**config.mk**
```make
export PLATFORM = sky130hd
export DESIGN_NAME = dp_dmi_ctrl
export DESIGN_NICKNAME = d
export VERILOG_FILES = /design/src/rtl/dp_dmi_ctrl.sv
export SDC_FILE = /design/constraint.sdc
export NUM_CORES = 1
export LEC_CHECK = 0
export CORE_MARGIN = 2
export CORE_UTILIZATION = 44
export CTS_BUF_LIST = sky130_fd_sc_hd__clkbuf_8 sky130_fd_sc_hd__clkbuf_16
export CTS_CLUSTER_DIAMETER = 200
export DETAILED_ROUTE_END_ITERATION = 8
export PLACE_DENSITY = 0.83
export SYNTH_ARGS = -nofsm -noshare
export SYNTH_HDL_FRONTEND = slang
export SYNTH_SLANG_ARGS = --single-unit
```
**constraint.sdc**
```tcl
create_clock -name iclk -period 3.7 [get_ports iclk]
set_clock_uncertainty 0.1 [all_clocks]
set_input_delay 0.74 -clock iclk [delete_from_list [all_inputs] [get_ports iclk]]
set_output_delay 0.74 -clock iclk [all_outputs]
set_load 0.03 [all_outputs]
```
**src/rtl/dp_dmi_ctrl.sv**
```systemverilog
// rtl/dp_dmi_ctrl.sv - DMI request sequencer: turns DMI register updates into single bus transactions
// with timeout and sticky status.
module dp_dmi_ctrl #(
    parameter int ABITS   = 7,
    parameter int TIMEOUT = 255
) (
    input  logic             iclk,
    input  logic             ireset,
    input  logic             dmi_upd,
    input  logic [ABITS-1:0] dmi_addr,
    input  logic [31:0]      dmi_data,
    input  logic [1:0]       dmi_op,
    input  logic             dmi_reset,
    input  logic             dmi_hardreset,
    output logic             dm_req,
    output logic             dm_we,
    output logic [ABITS-1:0] dm_addr,
    output logic [31:0]      dm_wdata,
    input  logic             dm_ack,
    input  logic [31:0]      dm_rdata,
    output logic [31:0]      resp_data,
    output logic [1:0]       resp_op,
    output logic             busy
);

    localparam int CW = (TIMEOUT < 2) ? 1 : $clog2(TIMEOUT + 1);
    localparam logic [CW-1:0] TLAST = CW'(TIMEOUT - 1);

    typedef enum logic [1:0] {S_IDLE, S_REQ, S_DONE} state_t;

    state_t        state;
    state_t        state_nxt;
    logic [CW-1:0] tcnt;
    logic [1:0]    sticky;
    logic [1:0]    sticky_eff;
    logic [1:0]    sticky_nxt;
    logic          start;
    logic          acked;
    logic          expired;
    logic          overlap;
    logic          clr;

    assign clr = ireset | dmi_hardreset;

    // A dmi_reset in the same cycle as dmi_upd clears status before the request is judged.
    always_comb begin
        sticky_eff = dmi_reset ? 2'd0 : sticky;
        start      = (state == S_IDLE) && dmi_upd
                     && (dmi_op == 2'd1 || dmi_op == 2'd2) && (sticky_eff == 2'd0);
        acked      = (state == S_REQ) && dm_ack;
        expired    = (state == S_REQ) && !dm_ack && (tcnt == TLAST);
        overlap    = dmi_upd && (state != S_IDLE);
        sticky_nxt = sticky_eff;
        if (sticky_eff == 2'd0) begin
            if (overlap)
                sticky_nxt = 2'd3;
            else if (expired)
                sticky_nxt = 2'd2;
        end
    end

    always_ff @(posedge iclk) begin
        if (clr)
            state <= S_IDLE;
        else
            state <= state_nxt;
    end

    always_comb begin
        state_nxt = state;
        case (state)
            S_IDLE:  if (start) state_nxt = S_REQ;
            S_REQ: begin
                if (acked)
                    state_nxt = S_DONE;
                else if (expired)
                    state_nxt = S_IDLE;
            end
            S_DONE:  state_nxt = S_IDLE;
            default: state_nxt = S_IDLE;
        endcase
    end

    always_comb begin
        dm_req  = (state == S_REQ);
        busy    = (state != S_IDLE);
        resp_op = sticky;
    end

    // Hard reset behaves like ireset but keeps the last captured read data.
    always_ff @(posedge iclk) begin
        if (clr) begin
            dm_we    <= 1'b0;
            dm_addr  <= '0;
            dm_wdata <= '0;
            sticky   <= 2'd0;
            tcnt     <= '0;
            if (ireset)
                resp_data <= '0;
        end else begin
            sticky <= sticky_nxt;
            if (start) begin
                dm_addr  <= dmi_addr;
                dm_wdata <= dmi_data;
                dm_we    <= (dmi_op == 2'd2);
                tcnt     <= '0;
            end else if (state == S_REQ && !dm_ack) begin
                tcnt <= tcnt + CW'(1);
            end
            if (acked && !dm_we)
                resp_data <= dm_rdata;
        end
    end

endmodule

```
After elaboration in Yosys (flattened, before gate mapping)
Index checks and enable logic that the tools add are counted.
{ "word_totals": {"memories": 0, "out_inout_bits": 76, "ramBits": 0, "inputBits": 79, "wordCells": 45, "rom_bits": 0, "latchBits": 0, "regBits": 84} }
{ "classes": {"muxes": 11, "div_mod_pow": 0, "n_addsub": 1, "magnitude_cmp": 0, "n_bitwise": 1, "n_eq_ne": 7, "multipliers": 0, "reduce_logical": 18, "n_shift": 0} }
{ "ops": {"columns": ["cell", "count"], "rows": [
  ["$mux 32", 3],
  ["$mux 2", 7],
  ["$add 8x1->8 const B", 1],
  ["$eq 8x8->1 const B", 1],
  ["$logic_and 1x1->1", 8],
  ["$eq 2x1->1 const B", 2],
  ["$logic_not 2->1", 2],
  ["$ne 2x2->1 const B", 2],
  ["$pmux 2 s2", 1],
  ["$reduce_and 2->1", 2],
  ["$reduce_bool 2->1", 2],
  ["$ne 3x1->1 const B", 1],
  ["$eq 2x2->1 const B", 1],
  ["$logic_not 1->1", 2],
  ["$reduce_or 2->1", 1],
  ["$logic_or 1x1->1", 1],
  ["$or 1x1->1", 1]
]} }

Longest topological paths before layout
{ "logic_depth": {"ltp_word": 6, "mapped_depth": 6, "depth_no_buf": 5} }

Worst setup path before layout
No wires, ideal clock.
{ "synth_path": {"path_kind": "register -> register", "start": "register state[0]", "end": "register resp_data[0] (enable)", "path_stages_with_launch": 3, "setup_ns": 0.391, "path_slack_ns": 1.387, "path_buffers": 0, "t_arrival_ns": 1.822, "synth_period_minus_slack_ns": 2.313, "required_time_ns": 3.209, "path_cell_list": "dfxtp_1 nor2b_1 a31o_1"} }
{ "synth_via": {"elab_chain_len": 5} }
{ "synth_lines": {"columns": ["element", "line_no", "text"], "rows": [
  ["start, declared", "31", "state_t state;"],
  ["start signal, assigned", "66", "state <= state_nxt;"],
  ["$eq 2x1->1", null, null],
  ["named net dm_req", "15", "output logic dm_req,"],
  ["$logic_and 1x1->1", "50", "acked = (state == S_REQ) && dm_ack;"],
  ["$logic_and 1x1->1", "110", "if (acked && !dm_we)"],
  ["$reduce_bool 2->1 (no line)", null, null],
  ["$reduce_and 2->1 (no line)", null, null],
  ["end signal, assigned", "111", "resp_data <= dm_rdata;"],
  ["end, declared", "21", "output logic [31:0] resp_data,"]
]} }
The timed path passes the listed nets, and every way through them passes these cells.
A chain may end at the register's enable or synchronous reset.

Final worst setup path
{ "layout_path": {"start": "register state[0]", "end": "output port dm_req"} }
{ "layout_via": {"elab_chain_len": 1} }
{ "layout_lines": {"columns": ["element", "line_no", "text"], "rows": [
  ["$eq 2x1->1", "85", "dm_req = (state == S_REQ);"],
  ["end, declared", "15", null]
]} }
Every way passes these cells.

==> impl_metrics.ini <==
[outcome]
outcome = complete, no violations

[final_layout]
fin_util_pct = 70.4
diodes = 0
area_growth_syn_to_layout_pct = 55.1
nets = 551
instances_no_fill = 573
drive_gt1_share_pct = 5.06
final_area_mm2 = 0.00508
nFillCells = 560

[global_route]
antenna_found_initial = 0
grtUsageMet2_pct = 34.5
track_usage_pct = 22.2
grt_use_met3_pct = 5.59
grt_pass1_vias = 2976
grt_use_met1_pct = 30.5
grt-busiest-layer = met2
grt_start_max_net_pins = 43
grt_overflow = 0
grt_pass1_wl_mm = 14.7

[timing]
period_share_pct = 70.5
worst_pin_slew_ns = 0.539
hold_violations = 0
fmaxAchievable_mhz = 383
slew_viol_final = 0
post-route-min-period_ns = 2.61
slew_headroom_pct = 63.8
finalSetupViolCount = 0
finalSetupTns_ns = 0
rsz0062_at_grt = no

[worst_setup_path]
crit_type = reg -> out
cp_data_required_time_ns = 2.86
crit_start = state[0]
path_max_fanout = 7
arrival_ns = 1.77
cp-end-kind = primary output
critPathLaunchType = register
rrSetupSlack_ns = 1.91
r2r-start = state[0]

[clock_network]
clk_latency_ns = 0.34
root_buffer = clkbuf_8
cts.repair.resized = 0
postCtsHoldBufs = 0
ctsLongestPathBuffers = 2
clock_sinks = 84
cts_tree = built
numCtsBuffers = 9
post_cts_buffers = 0
cts_htree_levels = 3
clkTransAtPathRegs_ns = 0.08

[routing]
dr_total_vias = 2961
via_per_inst = 5.17
wl_per_cell_um = 15.5
post-route-drc-count = 0
drtPass1Iterations = 4
drt_iter0_markers = 160
antenna_left = 0
totalWireLength_mm = 8.87

[synth]
synth_cell_types = 32
ys_dominant_reg_cell = dfxtp_1
synth_top_area_share_pct = 31.8
yosysTopAreaCell = dfxtp_1
synth_warnings = 0
synth_most_common_cell = dfxtp_1
synth-seq-cells = 84
synth_cells = 321
synth_area_leaders = dfxtp_1 (32%), edfxtp_1 (29%), a21oi_1 (7.3%)
synth_edf_count = 32
synthArstFlopShare_pct = 0
avgSynthCellArea_um2 = 10.2
synth-seq-area-share_pct = 61.2
synth_nets = 403
syn_area_mm2 = 0.00327
ys_top_cells_by_count = dfxtp_1 (52), a21oi_1 (48), nand3_1 (44), o21ai_1 (41)

[placed_design]
io_buffers = 154
gp_congestion = 0.908
place_inst = 557
hpwl_mm = 6.23
placed_area_mm2 = 0.00491

[floorplanning]
start_util_pct = 45.4
num_io_pins = 155
die_w_um = 90.3
core_area_mm2 = 0.00721
die_h_um = 90.3
core.rowCount = 31
dieArea_mm2 = 0.00815

[pwr]
p_leak_nw = 1.74
vdd_drop_max_mv = 0.199
power-per-cell-area_mw_per_mm2 = 367

[hold_path]
min_from = dm_wdata[13]
hp-class = reg -> reg

[run]
drv_cap = 0
## cell type report
| type | instances | area, um^2 | area share, % |
|---|---|---|---|
| Timing Repair Buffer | 162 | 1600 | 31.6 |
| Clock inverter | 7 | 37.5 | 0.739 |
| Sequential cell | 84 | 2000 | 39.4 |
| Inverter | 2 | 7.51 | 0.148 |
| Multi-Input combinational cell | 210 | 1180 | 23.2 |
| Clock buffer | 9 | 124 | 2.44 |
| Tap cell | 99 | 124 | 2.44 |
## cells in the final DEF, fill, tap and decap left out, types with 3 or more instances in the layout
cell type        synthesis  final
a21oi_1                 48     48
and2_1                  32     32
buf_4                    0      8
clkbuf_8                 0      9
clkdlybuf4s50_1          0    154
dfxtp_1                 52     52
edfxtp_1                32     32
ha_1                     3      3
inv_1                    2      5
nand2_1                  6      6
nand3_1                 44     44
nor2_1                   4      4
o21ai_0                  4      4
o21ai_1                 41     41
o31ai_1                  3      3
or3_1                    3      3
or4_1                    3      3
## registers in the layout (all words and copies together), names as in the netlist
name,cells
tcnt,8
resp_op,2
state,2
dm_wdata,32
resp_data,32
dm_addr,7
dm_we,1
## worst max-delay path, stage by stage, from the launching register on
cell             delay (ns)
dfxtp_1                0.44
nor2b_1                0.25
clkdlybuf4s50_1        0.74
## power breakdown
part	total, mW	internal [mW]	switching (mW)
Combinational	0.312	0.156	0.156
Sequential	1.01	0.994	0.0127
Clock	0.546	0.236	0.311
Total	1.87	1.39	0.480
## kinds of logic (layout without fill, tap and decap cells)
logic type,count (synthesis),in the layout,synth area share [%]
buffers and inverters,27,180,3.10
flip-flops,84,84,61.2
XOR/XNOR,1,1,0.268
AO/OA/AOI/OAI,101,101,16.1
adder cells (fa/ha/maj),3,3,1.15
AND/OR/NAND/NOR,105,105,18.2
## through the flow
stage / power [mW] / worst slack [ns] / hold slack [ns]
after global routing: 1.94 / 0.996 / 0.407
final: 1.87 / 1.09 / 0.382
after CTS: 1.88 / 1.07 / 0.381
after floorplan: 1.17 / 1.39 / 0.352
after detailed placement: 1.34 / 0.793 / 0.370
after global placement: 1.34 / 0.853 / 0.364
## path summary, 6_finish.rpt
kind                       end  cells after the start
hold / removal    dm_wdata[13]                      2
hold reg to reg   dm_wdata[13]                      2
setup / recovery        dm_req                      2
setup reg to reg       tcnt[5]                      3
## layer usage
metal	routed length (um)	vias to the layer above
li1	-	1449
met1	4020	1347
met2	3960	154
met3	763	11
met4	123	0
met5	0	-
Power figures use the tool's default switching activity.
==> edit: new RTL, config.mk and constraints unchanged <==
`TIMEOUT`: 255 -> 510.
--- a/src/rtl/dp_dmi_ctrl.sv
+++ b/src/rtl/dp_dmi_ctrl.sv
@@ -2,7 +2,7 @@
 // with timeout and sticky status.
 module dp_dmi_ctrl #(
     parameter int ABITS   = 7,
-    parameter int TIMEOUT = 255
+    parameter int TIMEOUT = 510
 ) (
     input  logic             iclk,
     input  logic             ireset,
Formal check against the unedited RTL: same outputs for any inputs over 10 cycles, from zero or initial values; that may be too few to reach the edited logic, so the function may still have changed.
==> edit against the original RTL <==
Total power is 6.0% higher; highest routed layer unchanged; fmax fell by 10%; sequential cell count up 1; cell count up 0.17%; global-route usage shrank 0.83 points; die area is 1.8% higher; register-to-register slack worse by 0.36 ns; largest power group unchanged; cell area is 1.6% higher; worst setup slack worse by 0.30 ns; wire length rose by 1.1%; synthesized area up 1.9%; core utilization rose by 0.33 points; largest cell class unchanged.
==> edit: results (changes against the original RTL) <==
<table>
<tr><th>Metric</th><th>Value</th></tr>
<tr><th colspan="2">Synthesis</th></tr>
<tr><td>Post-Synth Adder-Cell Area</td><td>1.13% (-0.021 points)</td></tr>
<tr><td>Synth Area in Compound Gates</td><td>16.1% (-0.034 points)</td></tr>
<tr><td>Leading post-synthesis cells by instance count</td><td>53 x sky130_fd_sc_hd__dfxtp_1, 48 x sky130_fd_sc_hd__a21oi_1, 44 x sky130_fd_sc_hd__nand3_1</td></tr>
<tr><td>Share of synthesized area occupied by flip-flops and latches</td><td>60.6% (-0.52 points)</td></tr>
<tr><td>Ranking of synthesized cells by area</td><td>sky130_fd_sc_hd__dfxtp_1 32%, sky130_fd_sc_hd__edfxtp_1 29%, sky130_fd_sc_hd__a21oi_1 7.2%, sky130_fd_sc_hd__nand3_1 6.6%, sky130_fd_sc_hd__and2_1 6.0%</td></tr>
<tr><th colspan="2">Power</th></tr>
<tr><td>Part of the total power dissipated in combinational logic</td><td>15.7% (-1.0 points)</td></tr>
<tr><td>Sequential share of power</td><td>51.5% (-2.5 points)</td></tr>
<tr><th colspan="2">Finish</th></tr>
<tr><td>Non-Clock Buffer Count</td><td>158 (-2.5%)</td></tr>
<tr><td>NonClk Buf Share</td><td>30.5% (-1.1 points)</td></tr>
<tr><td>Filler cell count</td><td>577 (+3.0%)</td></tr>
<tr><td>Fraction of area in registers</td><td>39.2% (-0.21 points)</td></tr>
<tr><th colspan="2">Global routing</th></tr>
<tr><td>Wire length of the first global-routing pass</td><td>14300 um (-3.0%)</td></tr>
<tr><td>Met1 Resource Use GR</td><td>28.3% (-2.2 points)</td></tr>
<tr><th colspan="2">Critical path</th></tr>
<tr><td>Register-to-Register Setup Slack</td><td>1.55 ns (-0.36 ns)</td></tr>
<tr><td>Cell count of the worst reg-to-reg path</td><td>4 (+1)</td></tr>
<tr><td>Termination of the worst setup path</td><td>dm_addr[1]</td></tr>
<tr><td>Critical Path Start</td><td>dmi_op[0]</td></tr>
<tr><td>Crit path DAT</td><td>2.99 ns (+1.22 ns)</td></tr>
<tr><th colspan="2">Placed design</th></tr>
<tr><td>Final GP Congestion</td><td>0.808 (-11%)</td></tr>
<tr><td>Pre-CTS setup slack</td><td>0.478 ns (-0.315 ns)</td></tr>
<tr><th colspan="2">Min path</th></tr>
<tr><td>Worst Min Path Start</td><td>dm_wdata[0]</td></tr>
<tr><th colspan="2">Detailed routing</th></tr>
<tr><td>Routed wire length</td><td>8960 um (+1.1%)</td></tr>
<tr><td>Met3 wirelength from detailed routing</td><td>738 um (-3.3%)</td></tr>
<tr><td>DR WL met2</td><td>4260 um (+7.6%)</td></tr>
<tr><td>Number of DRC markers in iteration 0</td><td>175 (+9.4%)</td></tr>
<tr><td>Vias after detailed routing</td><td>3005 (+1.5%)</td></tr>
<tr><th colspan="2">Outcome</th></tr>
<tr><td>Run status</td><td>complete, no violations</td></tr>
</table>
## edit: cell count changes after synthesis, moves of 2 or more
| cell | unedited run | this run |
|---|---|---|
| sky130_fd_sc_hd__buf_1 | 3 | 0 |
| sky130_fd_sc_hd__o21ai_0 | 4 | 38 |
| sky130_fd_sc_hd__or2_1 | 2 | 0 |
| sky130_fd_sc_hd__o21ai_1 | 41 | 7 |
| sky130_fd_sc_hd__or2_2 | 0 | 2 |
| sky130_fd_sc_hd__clkbuf_1 | 22 | 25 |
| sky130_fd_sc_hd__nand4b_1 | 0 | 2 |
## edit: through the flow
stage          power, uW  instance area [sq um]  instances  hold WS [ns]
6_report            1980                   5150        574         0.385
4_1_cts             1990                   5150        574         0.381
3_3_place_gp        1350                   4960        558         0.359
5_1_grt             2050                   5150        574         0.399
3_5_place_dp        1350                   4960        558         0.369
2_1_floorplan       1180                   3330        326         0.352
